<file path="src/rtl/nibble_add_scheduler.sv">
// Two-requester round-robin front end for a shared 4-bit adder slice.
// Each accepted addition is processed one nibble per clock, with the carry held between passes.
module nibble_add_scheduler #(
   parameter int WORDS = 4
) (
   input  logic                 clk,
   input  logic                 rst,
   input  logic                 req0_valid,
   output logic                 req0_ready,
   input  logic [4*WORDS-1:0]   req0_a,
   input  logic [4*WORDS-1:0]   req0_b,
   input  logic                 req0_cin,
   input  logic                 req1_valid,
   output logic                 req1_ready,
   input  logic [4*WORDS-1:0]   req1_a,
   input  logic [4*WORDS-1:0]   req1_b,
   input  logic                 req1_cin,
   output logic                 rsp_valid,
   input  logic                 rsp_ready,
   output logic                 rsp_id,
   output logic [4*WORDS-1:0]   rsp_sum,
   output logic                 rsp_cout,
   output logic                 busy
);

   localparam int W  = 4 * WORDS;
   localparam int IW = (WORDS > 1) ? $clog2(WORDS) : 1;
   localparam logic [IW-1:0] LAST_IDX = IW'(WORDS - 1);

   typedef enum logic [1:0] {IDLE, RUN, RESP} state_t;

   state_t        state;
   logic [W-1:0]  a_q;
   logic [W-1:0]  b_q;
   logic [W-1:0]  sum_q;
   logic [W-1:0]  sum_next;
   logic          carry_q;
   logic [IW-1:0] idx;
   logic          last_grant;
   logic          cur_id;
   logic          grant0;
   logic          grant1;
   logic [IW+1:0] bit_base;
   logic [3:0]    a_nib;
   logic [3:0]    b_nib;
   logic [4:0]    nib_sum;

   // On contention, the requester that did not win last time goes first.
   always_comb begin
      grant0 = req0_valid & (~req1_valid | last_grant);
      grant1 = req1_valid & (~req0_valid | ~last_grant);
   end

   assign req0_ready = ~rst & (state == IDLE) & grant0;
   assign req1_ready = ~rst & (state == IDLE) & grant1;

   always_comb begin
      bit_base = {idx, 2'b00};
      a_nib    = a_q[bit_base +: 4];
      b_nib    = b_q[bit_base +: 4];
      nib_sum  = {1'b0, a_nib} + {1'b0, b_nib} + {4'b0000, carry_q};
      sum_next = sum_q;
      sum_next[bit_base +: 4] = nib_sum[3:0];
   end

   always_ff @(posedge clk) begin
      if (rst) begin
         state      <= IDLE;
         rsp_valid  <= 1'b0;
         busy       <= 1'b0;
         rsp_sum    <= '0;
         rsp_cout   <= 1'b0;
         rsp_id     <= 1'b0;
         last_grant <= 1'b1;
         cur_id     <= 1'b0;
         a_q        <= '0;
         b_q        <= '0;
         sum_q      <= '0;
         carry_q    <= 1'b0;
         idx        <= '0;
      end else begin
         case (state)
            IDLE: begin
               if (req0_ready | req1_ready) begin
                  a_q        <= grant1 ? req1_a : req0_a;
                  b_q        <= grant1 ? req1_b : req0_b;
                  carry_q    <= grant1 ? req1_cin : req0_cin;
                  cur_id     <= grant1;
                  last_grant <= grant1;
                  idx        <= '0;
                  busy       <= 1'b1;
                  state      <= RUN;
               end
            end
            RUN: begin
               sum_q   <= sum_next;
               carry_q <= nib_sum[4];
               idx     <= idx + 1'b1;
               // Response registers load from the combinational next-sum so the
               // final nibble is visible in the same cycle rsp_valid rises.
               if (idx == LAST_IDX) begin
                  rsp_sum   <= sum_next;
                  rsp_cout  <= nib_sum[4];
                  rsp_id    <= cur_id;
                  rsp_valid <= 1'b1;
                  state     <= RESP;
               end
            end
            RESP: begin
               if (rsp_ready) begin
                  rsp_valid <= 1'b0;
                  busy      <= 1'b0;
                  state     <= IDLE;
               end
            end
            default: begin
               rsp_valid <= 1'b0;
               busy      <= 1'b0;
               state     <= IDLE;
            end
         endcase
      end
   end

endmodule

</file>
<file path="config.mk">
export PLATFORM = sky130hd
export DESIGN_NAME = nibble_add_scheduler
export DESIGN_NICKNAME = d
export VERILOG_FILES = /design/src/rtl/nibble_add_scheduler.sv
export SDC_FILE = /design/constraint.sdc
export NUM_CORES = 1
export LEC_CHECK = 0
export BUFFER_PORTS_ARGS = -buffer_cell sky130_fd_sc_hd__buf_4
export CORE_MARGIN = 4
export CORE_UTILIZATION = 40
export CTS_CLUSTER_DIAMETER = 40
export DETAILED_ROUTE_END_ITERATION = 10
export PLACE_DENSITY = 0.66
export SYNTH_ARGS = -nofsm -noshare
export SYNTH_HDL_FRONTEND = slang
export SYNTH_SLANG_ARGS = --single-unit
</file>
<file path="constraint.sdc">
create_clock -name clk -period 4 [get_ports clk]
set_input_delay 0 -clock clk [delete_from_list [all_inputs] [get_ports clk]]
set_output_delay 0 -clock clk [all_outputs]
set_load 0.005 [all_outputs]
</file>
Word-level counts from Yosys, hierarchy flattened
Cells that the tools add are included.

$add $sub $neg: 4. Eq/ne operators: 6. Shifts and indexed selects: 4. Mux-type cells: 17. Bitwise logic cells: 14. Reductions and logical operators: 8.

Operators by type and width (number): $mux W16 (2); $shiftx A16 B5 Y4 (2); $bwmux W16 (1); $shift A4 B6 Y16 const A (1); $shiftx A4 B6 Y16 (1); $reduce_and A3 Y1 (3); $mux W2 (4); $neg A4 Y6 (1); $not A1 Y1 (6); $pmux W1 S3 (2); $pmux W2 S3 (1); $reduce_and A2 Y1 (3); $add A4 B4 Y5 (1); $add A5 B1 Y5 (1); $and A1 B1 Y1 (5); $mux W1 (5); $eq A2 B2 Y1 const B (2); $ne A2 B2 Y1 const B (2); $pmux W2 S2 (1); $or A1 B1 Y1 (3); $add A2 B1 Y2 const B (1); $eq A2 B1 Y1 const B (1); $logic_not A2 Y1 (1); $ne A2 B1 Y1 const B (1); 2 further kinds (2).

Flip-flop bits (word level): 75. Input port bits: 71. Output and inout port bits: 22. Logic and storage cells: 66.

Logic depth before layout (Yosys ltp)
Gate-level depths: netlist of run 1.

Word-level depth: 7. Mapped depth: 9. Depth with buffers taken out: 8.

Worst setup path before layout of run 1
Ideal clock, no wire load.

Kind: reg-to-reg. Start point: register idx[0]. End point: register sum_q[5]. Setup time: 0.086 ns. Arrival: 2.696 ns. Data required time: 3.914 ns. Slack: 1.218 ns. Cell stages (with the launch flop): 9. Buffers on the path: 1. Clock period less this slack: 2.782 ns. Cell sequence: dfxtp_1 buf_4 mux4_2 fa_1 inv_1 fa_1 nor4_1 a21oi_1 a211oi_1.

Cells in the longest elaborated chain, start to end: 5. Elaborated cells on any way between the ends: 8. Those cells by class: add/sub: 3; shift: 4; mux: 1.

Ends and longest elaborated chain: start: declaration (line 38) `logic [IW-1:0] idx;`; start signal: assignment (line 98) `idx <= idx + 1'b1;`; $shiftx A16 B5 Y4, on equally long branches (line 59, 60); $add A4 B4 Y5 (line 61) `nib_sum = {1'b0, a_nib} + {1'b0, b_nib} + {4'b0000, carry_q};`; $add A5 B1 Y5 (line 61); $shiftx A4 B6 Y16 (line 63) `sum_next[bit_base +: 4] = nib_sum[3:0];`; $bwmux W16 * (line 63); end signal: assignment (line 96) `sum_q <= sum_next;`; end: declaration (line 35) `logic [W-1:0] sum_q;`.

Every way passes the cells marked *; elsewhere a longest branch is shown, timed or not. A chain may end at the register's enable or synchronous reset.

Final worst setup path of run 1
Start point: register idx[0]. End point: register sum_q[9].

The elaborated chain is that of the path after synthesis.

==> results.tsv, run 1 <==
metric	value	unit
run_status	finished clean	
r2r_cells	8	
antenna_found_initial	0	
wl_per_cell	14.50	um
yosysWarnings	0	
fin_worst_skew	0.008347	ns
worstPathMaxFanout	13	
die_x	106.3	um
synth_area	0.003861	mm2
relSlewSlack	37.88	%
vdd_drop_max	0.1366	mV
core-area	0.009328	mm2
final_common_cell	buf_4	
grt_pass1_wl	15000	um
wl_met1	4071	um
overflow	0	
finalCritPeriodShare	76.83	%
area_growth	26.67	%
hold_depth	3	
synth_enable_flop_cells	0	
fin_util	52.43	%
power	1.964	mW
fin_nets	557	
max_freq	0.3254	GHz
dp_hpwl	6489	um
timing.final.max_slew_violations	0	
layout_common_cells	96 x buf_4, 75 x dfxtp_1, 59 x nor2_1, 32 x mux2i_1, 28 x a211oi_2	
critical_path_class	reg -> reg	
reg2reg_slack	0.93	ns
ys_types	50	
io_pins	93	
ant_nets	0	
clk_path_buf_depth	2	
holdPathEnd	b_q[9]	
vias	3168	
syn_nets	467	
async_flop_share	0	%
grt_max_degree	78	
cp.required	4.26	ns
wl	8833	um
viasPerCell	5.202	
gp_congestion	0.8329	
fp.dieH	106.3	um
h-tree-depth	3	
ys_ff_latch	75	
first_pass_iters	4	
diodes	0	
drc	0	
synthFlopType	dfxtp_1	
clkTransAtPathRegs	0.07	ns
worstPathArrival	3.33	ns
numCtsBuffers	9	
fin_crit	3.073	ns
r2r_end	sum_q[9]	
start_util	41.40	%
grt_util_all_layers	16.32	%
drtIter0Drc	128	
top_layer	met4	
port_buffers	92	
fill_cells	855	
multi_input_area	0.002137	mm2
endpoint_kind	flip-flop	
drive_gt1_share	34.58	%
rsz0062_at_grt	no	
cts_tree	built	
cts-root-buf	clkbuf_8	
met3_length	336	um
p_leak	1.923	nW
ff_latch_area	0.001501	mm2
holdCritStartpoint	req0_b[9]	
cp-start-kind	flip-flop	
hold_viol	0	
r2r_start	idx[0]	
netlist_instances	385	
met2_length	4270	um
finalSetupViolCount	0	
clock_latency	0.35	ns
maxCapViolations	0	
hold_class	in -> reg	
grt_pass1_vias	3144	
clock-sinks	75	
power.density	401.6	mW/mm2
dieArea	0.01129	mm2
ys_seq_area_share	38.89	%
rows	35	
worst_pin_slew	0.9319	ns
syn_area_per_cell	10.03	um2
final.setup.tns	0	ns
## kinds of logic (layout without fill, tap and decap cells)
logic type               Yosys count  in the layout  share of synthesized area (%)
AND/OR/NAND/NOR                  123            123                          16.49
AO/OA/AOI/OAI                     95             95                          21.52
flip-flops                        75             75                          38.89
multiplexers                      40             40                          12.96
buffers and inverters             40            135                          5.962
adder cells (fa/ha/maj)           11             11                          3.953
XOR/XNOR                           1              1                         0.2269
## report_power, final
group / switching (mW) / leakage [nW] / internal [mW]
sequential: 0.0477 / 0.613 / 0.804
clock: 0.276 / 0.113 / 0.385
combinational: 0.244 / 1.20 / 0.208
total: 0.568 / 1.92 / 1.40
## flip-flops by register name (all words and copies together), names as in the netlist, 2 cells and up
register,count
a_q,16
b_q,16
idx,2
rsp_sum,16
state,2
sum_q,16
## cells in the mapped netlist, drive strengths merged, types with 2 or more instances
master  number  area (um2)
nor4         2       27.53
dfxtp       75        1501
inv         14       52.55
and2         3       18.77
o31ai        5       37.54
a31oi        2       12.51
buf         18       147.6
a21o         2       15.01
a22oi        5       37.54
and3         3       18.77
nand3b       5       37.54
nor3        10       71.32
ha           9       112.6
a221oi       6       52.55
nand2b       2       12.51
nand2       15       56.30
o21ai        4       20.01
mux4         8       180.2
a21oi       12       60.06
nor2b        6       45.04
fa           2       40.04
a32oi        5       43.79
mux2i       32       320.3
nor2        69       284.0
a211oi      50       515.5
nand3        2       10.01
clkbuf       8       30.03
## worst max-delay path, stage by stage (launching register included)
cell      delay, ns
dfxtp_1        0.77
mux4_2         0.61
fa_1           0.42
inv_1          0.08
fa_1           0.47
nor2_1         0.15
and3_1         0.17
a21oi_1        0.06
a211oi_1       0.25
## worst max path at each step
stage / startpoint / endpoint / slack, ns / depth (start not counted)
detailed placement: idx[0] / sum_q[9] / 0.87 / 8
finish: idx[0] / sum_q[9] / 0.93 / 8
CTS: idx[0] / sum_q[9] / 0.87 / 8
global placement: idx[0] / sum_q[9] / 1.02 / 8
global route: idx[0] / sum_q[9] / 0.66 / 8
floorplan: idx[0] / sum_q[5] / 1.22 / 8
## metrics by stage
step / hold slack [ns] / instances / worst slack (ns) / area [um2]
global route: 0.02017 / 609 / 0.6629 / 4891
detailed placement: 0.2908 / 584 / 0.8710 / 4573
finish: 0.01276 / 609 / 0.9267 / 4891
global placement: 0.2884 / 584 / 1.023 / 4573
floorplan: 0.1509 / 385 / 1.218 / 3861
CTS: 0.004463 / 609 / 0.8721 / 4891
## cell type report
type	instances	area share, %
multi-input combinational	270	43.69
inverter	14	1.074
clock buffer	12	3.172
timing repair buffer	105	16.58
tap	129	3.300
clock inverter	4	1.484
sequential	75	30.70
## metal layers
metal	vias to the layer above	GRT usage [%]
li1	1590	-
met1	1487	20.76
met2	77	27.06
met3	14	3.157
met4	0	6.753
met5	-	0
## timing repair
action	4_1_cts	5_1_grt
resized for setup	0	0
endpoints found under the hold margin	8	0
hold buffers	9	0
buffers inserted	0	0
No activity file was read; power rests on OpenSTA's default activity.
==> run 2: changes to the inputs <==
--- a/config.mk
+++ b/config.mk
@@ -5,6 +5,7 @@
 export SDC_FILE = /design/constraint.sdc
 export NUM_CORES = 1
 export LEC_CHECK = 0
+export ABC_AREA = 1
 export BUFFER_PORTS_ARGS = -buffer_cell sky130_fd_sc_hd__buf_4
 export CORE_MARGIN = 4
 export CORE_UTILIZATION = 40
==> constraint.sdc (replaced) <==
create_clock -name clk -period 2.9 [get_ports clk]
set_input_delay 0 -clock clk [delete_from_list [all_inputs] [get_ports clk]]
set_output_delay 0 -clock clk [all_outputs]
set_load 0.005 [all_outputs]
==> run 2 against run 1 <==
Effect of this change: first-iteration DRC count increased by 41%; design area up 8.4%; sequential power increased by 41%; maximum frequency increased by 16%; critical path type unchanged; count of clock-buffer cells in the layout down 2; clock skew up 0.0037 ns; critical path depth up 3; hold slack improved by 0.025 ns.
==> results.tsv, run 2 <==
metric	value	unit
final.setup.tns	0	ns
grt_util_all_layers	19.77	%
clock-sinks	75	
final_common_cell	buf_4	
grt_max_degree	67	
crit_start	idx[0]	
wl_per_cell	13.31	um
cp.required	3.19	ns
gp_congestion	0.8305	
dieArea	0.01103	mm2
yosys.area_share.simple	18.88	%
endpoint_kind	flip-flop	
crit_end	sum_q[13]	
critical_path_class	reg -> reg	
ys_seq_area_share	39.88	%
pwr-share-clk	24.3	%
grt_pass1_wl	18240	um
rows	35	
timing.final.max_slew_violations	0	
synth_enable_flop_cells	0	
p_leak	2.595	nW
dp_hpwl	6705	um
drc	0	
start_util	40.94	%
clkTransAtPathRegs	0.08	ns
cts_tree	built	
viasPerCell	5.119	
run_status	finished clean	
internal_power	1.857	mW
antenna_found_initial	0	
first_pass_iters	7	
wl	10330	um
io_pins	93	
hold_class	in -> reg	
synth_compound_area_share	25.26	%
synth_area	0.003765	mm2
reg2reg_slack	0.26	ns
syn_nets	602	
syn_area_per_cell	7.240	um2
synth_common_cells	75 x dfxtp_1, 68 x inv_1, 67 x nand2_1	
ys_ff_latch	75	
power	2.807	mW
seqPwrFrac	42.8	%
diodes	0	
r2r_start	idx[0]	
finalSetupViolCount	0	
cp-start-kind	flip-flop	
rsz0062_at_grt	no	
fin_nets	742	
yosysWarnings	0	
synth_most_common_cell	dfxtp_1	
relSlewSlack	39.47	%
grt_pass1_vias	4047	
vias	3972	
netlist_top_cells_area	dfxtp_1 40%, o21ai_0 8.8%, inv_1 6.8%	
synth_top_family_by_area	compound AO/OA/AOI/OAI gates	
yosysTopAreaCellShare	39.88	%
muxShareOfSynthArea	0	%
drive_gt1_share	19.70	%
worstPathArrival	2.93	ns
clock_latency	0.35	ns
r2r_end	sum_q[13]	
hold_viol	0	
p_sw	0.9509	mW
vdd_drop_max	0.2271	mV
h-tree-depth	3	
synthAdderAreaFrac	4.055	%
yosys.area.top_type	dfxtp_1	
synthFlopType	dfxtp_1	
port_buffers	92	
fin_crit	2.638	ns
power.share.switching	33.87	%
p_comb_share	32.8	%
fp.dieH	105.0	um
async_flop_share	0	%
r2r_cells	11	
area_growth	40.78	%
finalCritPeriodShare	90.97	%
power.density	529.7	mW/mm2
clk_path_buf_depth	2	
numCtsBuffers	9	
ys_types	32	
maxCapViolations	0	
synth-xor-area-share	0	%
netlist_instances	520	
die_x	105.0	um
worstPathMaxFanout	17	
core-area	0.009196	mm2
layout_common_cells	99 x buf_4, 75 x dfxtp_1, 68 x inv_1, 67 x nand2_1	
fin_worst_skew	0.01205	ns
drtIter0Drc	181	
max_freq	0.3791	GHz
overflow	0	
ant_nets	0	
cts-root-buf	clkbuf_8	
worst_pin_slew	0.9070	ns
run 2: worst min-delay path by stage:
stage	slack [ns]	end	startpoint	cells past startpoint
final	0.04	carry_q	req0_cin	5
after global routing	0.12	carry_q	req0_cin	5
after CTS	0.05	carry_q	req0_cin	5
after detailed placement	0.29	b_q[8]	req0_b[8]	3
after global placement	0.29	b_q[8]	req0_b[8]	3
after floorplan	0.14	req1_ready	rst	3
run 2: routing by layer:
| metal | vias up | global-route usage [%] | routed length, um |
|---|---|---|---|
| li1 | 2034 | - | - |
| met1 | 1809 | 23.78 | 4634 |
| met2 | 101 | 34.19 | 4981 |
| met3 | 28 | 3.768 | 441 |
| met4 | 0 | 8.622 | 271 |
| met5 | - | 0 | 0 |
run 2: logic make-up after synthesis:
| group | Yosys count |
|---|---|
| adder cells (fa/ha/maj) | 11 |
| buffers and inverters | 110 |
| AO/OA/AOI/OAI | 167 |
| flip-flops | 75 |
| AND/OR/NAND/NOR | 157 |
run 2: power groups by stage:
stage	clock [mW]	combinational, mW	sequential [mW]
6_report	0.683	0.921	1.20
5_1_grt	0.748	1.05	1.22
4_1_cts	0.695	0.917	1.20
3_5_place_dp	0	0.805	1.22
3_3_place_gp	0	0.790	1.22
2_1_floorplan	0	0.581	1.21
run 2: final cells by class:
class	count	area (um2)
Multi-Input combinational cell	335	1814
Clock buffer	10	127.6
Tap cell	111	138.9
Fill cell	844	3896
Clock inverter	6	32.53
Sequential cell	75	1501
Inverter	74	281.5
Timing Repair Buffer	165	1404
run 2: repair_timing:
| action | in CTS | in global routing |
|---|---|---|
| buffers inserted | 0 | 0 |
| gates resized for setup | 0 | 1 |
| hold buffers | 66 | 0 |
| hold endpoints to repair | 35 | 0 |
| endpoints found under the setup margin | 0 | 9 |
run 2: metrics by stage:
step	worst slack (ns)	instances	utilization [%]	hold WS (ns)	cell area, um2
floorplan	0.2885	520	-	0.1436	3765
global placement	0.3448	694	48.67	0.2876	4476
detailed placement	0.1958	694	48.67	0.2881	4476
CTS	0.1881	776	57.59	0.05135	5296
global route	0.04149	776	57.63	0.1195	5300
finish	0.2619	776	57.63	0.03728	5300
run 2: critical path: stages (launching register included):
cell	delay [ns]
dfxtp_1	0.38
clkinvlp_4	0.27
o21ai_0	0.25
o22ai_1	0.12
fa_1	0.42
inv_1	0.10
fa_1	0.44
nor2_1	0.15
nand2_1	0.09
o22ai_1	0.17
o21ai_0	0.11
inv_1	0.08
==> run 3: changes to the inputs <==
--- a/config.mk
+++ b/config.mk
@@ -8,10 +8,10 @@
 export ABC_AREA = 1
 export BUFFER_PORTS_ARGS = -buffer_cell sky130_fd_sc_hd__buf_4
 export CORE_MARGIN = 4
-export CORE_UTILIZATION = 40
+export CORE_UTILIZATION = 35
 export CTS_CLUSTER_DIAMETER = 40
 export DETAILED_ROUTE_END_ITERATION = 10
-export PLACE_DENSITY = 0.66
+export PLACE_DENSITY = 0.59
 export SYNTH_ARGS = -nofsm -noshare
 export SYNTH_HDL_FRONTEND = slang
 export SYNTH_SLANG_ARGS = --single-unit
==> run 3 against run 2 <==
Effect of this change: die area is 13% higher; sequential share of layout area is 0.44 points lower; total power is 7.2% higher; largest cell class unchanged; maximum frequency is 3.9% higher; combinational power is 0.8% higher; worst setup slack better by 0.10 ns; final cell count is 3.4% higher; routed wire length is 1.6% higher; highest routed layer unchanged; design area is 1.6% higher; utilization is 5.9 points lower; critical endpoint unchanged.
==> results.tsv, run 3 (synthesized netlist as in run 2, its figures left out) <==
metric	value	unit
first_pass_iters	4	
core-area	0.01042	mm2
cp.required	3.20	ns
r2r_cells	11	
holdPathEnd	carry_q	
rsz0062_at_grt	no	
slowest_stage	fa_1	
viasPerCell	4.954	
dieArea	0.01248	mm2
antenna_found_initial	0	
io_pins	93	
critical_path_class	reg -> reg	
cts_tree	built	
endpoint_kind	flip-flop	
grt_pass1_wl	17790	um
power	3.008	mW
finalSetupViolCount	0	
cp-start-kind	flip-flop	
vdd_drop_max	0.2266	mV
diodes	0	
hold_depth	5	
holdCritStartpoint	req0_cin	
grt_pass1_vias	3875	
wl	10490	um
cts_setup_buffers	0	
r2r_start	idx[0]	
drive_gt1_share	19.52	%
fp.dieH	111.7	um
clkTransAtPathRegs	0.08	ns
h-tree-depth	3	
clk_path_buf_depth	2	
postPlaceCellArea	0.004514	mm2
grt_util_all_layers	16.90	%
reg2reg_slack	0.36	ns
critPathTopFamily	adder cells	
fill_cells	1071	
fin_util	51.69	%
p_leak	2.617	nW
ff_latch_area	0.001501	mm2
dpl.cell_count	720	
wl_per_cell	13.08	um
run_status	finished clean	
gp_congestion	0.8087	
clock-sinks	75	
dp_hpwl	6899	um
timing.final.ws_setup	0.3620	ns
overflow	0	
fin_worst_skew	0.009873	ns
die_x	111.7	um
r2r_end	sum_q[13]	
relSlewSlack	38.11	%
fin_cells	802	
ant_nets	0	
vias	3973	
max_freq	0.3940	GHz
clock_latency	0.36	ns
numCtsBuffers	9	
hold_class	in -> reg	
crit_path_max_incr_delay	0.44	ns
power.density	558.7	mW/mm2
worstPathArrival	2.84	ns
maxCapViolations	0	
final.setup.tns	0	ns
fin_nets	743	
path_buf_inv	3	
drc	0	
area_growth	43.00	%
grt_max_degree	67	
layout_common_cells	100 x buf_4, 75 x dfxtp_1, 68 x inv_1, 67 x nand2_1	
rows	37	
port_buffers	92	
cts-root-buf	clkbuf_8	
multi_input_area	0.001814	mm2
worstPathMaxFanout	12	
worst_pin_slew	0.9274	ns
crit_chain	clkinv_1 > o21ai_0 > o22ai_1 > fa_1 > inv_1 > fa_1 > nor2_1 > nand2_1 > o22ai_1 > o21ai_0 > inv_1	
final_common_cell	buf_4	
start_util	36.14	%
holdWs	0.04920	ns
hold_viol	0	
fin_crit	2.538	ns
preCtsSetupSlack	0.3932	ns
design_area	0.005384	mm2
drtIter0Drc	199	
timing.final.max_slew_violations	0	
finalCritPeriodShare	87.52	%
-- run 3: worst max-delay path by stage --
stage	endpoint	startpoint	slack, ns	depth (start not counted)
3_3_place_gp	sum_q[13]	idx[0]	0.49	11
2_1_floorplan	sum_q[13]	idx[0]	0.29	13
6_report	sum_q[13]	idx[0]	0.36	11
4_1_cts	sum_q[13]	idx[0]	0.37	11
5_1_grt	sum_q[13]	idx[0]	0.06	11
3_5_place_dp	sum_q[13]	idx[0]	0.39	11
-- run 3: metal layers --
metal  part of all wire, %  vias to the layer above  GRT usage [%]
li1                      -                     2031              -
met5                     0                        -              0
met2                    48                       83          28.78
met4                   2.0                        0          6.083
met1                    46                     1843          21.29
met3                   4.4                       16          3.207
-- run 3: area by class of cell --
type                            instances  share of cell area (%)
Clock buffer                           11                   2.440
Inverter                               74                   5.159
Sequential cell                        75                   27.89
Clock inverter                          5                   1.441
Tap cell                              136                   3.161
Multi-Input combinational cell        335                   33.70
Timing Repair Buffer                  166                   26.21
-- run 3: worst register-to-register path: cells and delay by family (launching register included) --
kind                     cells  cell delay [ns]
AO/OA/AOI/OAI                4             0.62
AND/OR/NAND/NOR              2             0.24
buffers and inverters        3             0.42
adder cells (fa/ha/maj)      2             0.86
flip-flops                   1             0.35
-- run 3: power breakdown --
| part | internal [mW] | switching, mW | total (mW) | leakage (nW) |
|---|---|---|---|---|
| registers | 1.15 | 0.0561 | 1.20 | 0.615 |
| logic | 0.410 | 0.518 | 0.928 | 1.90 |
| clock network | 0.483 | 0.395 | 0.877 | 0.103 |
| total | 2.04 | 0.969 | 3.01 | 2.62 |
-- run 3: what timing repair did --
action                                 4_1_cts  5_1_grt
endpoints found under the hold margin       36        0
hold buffers                                66        0
resized for setup                            0        0
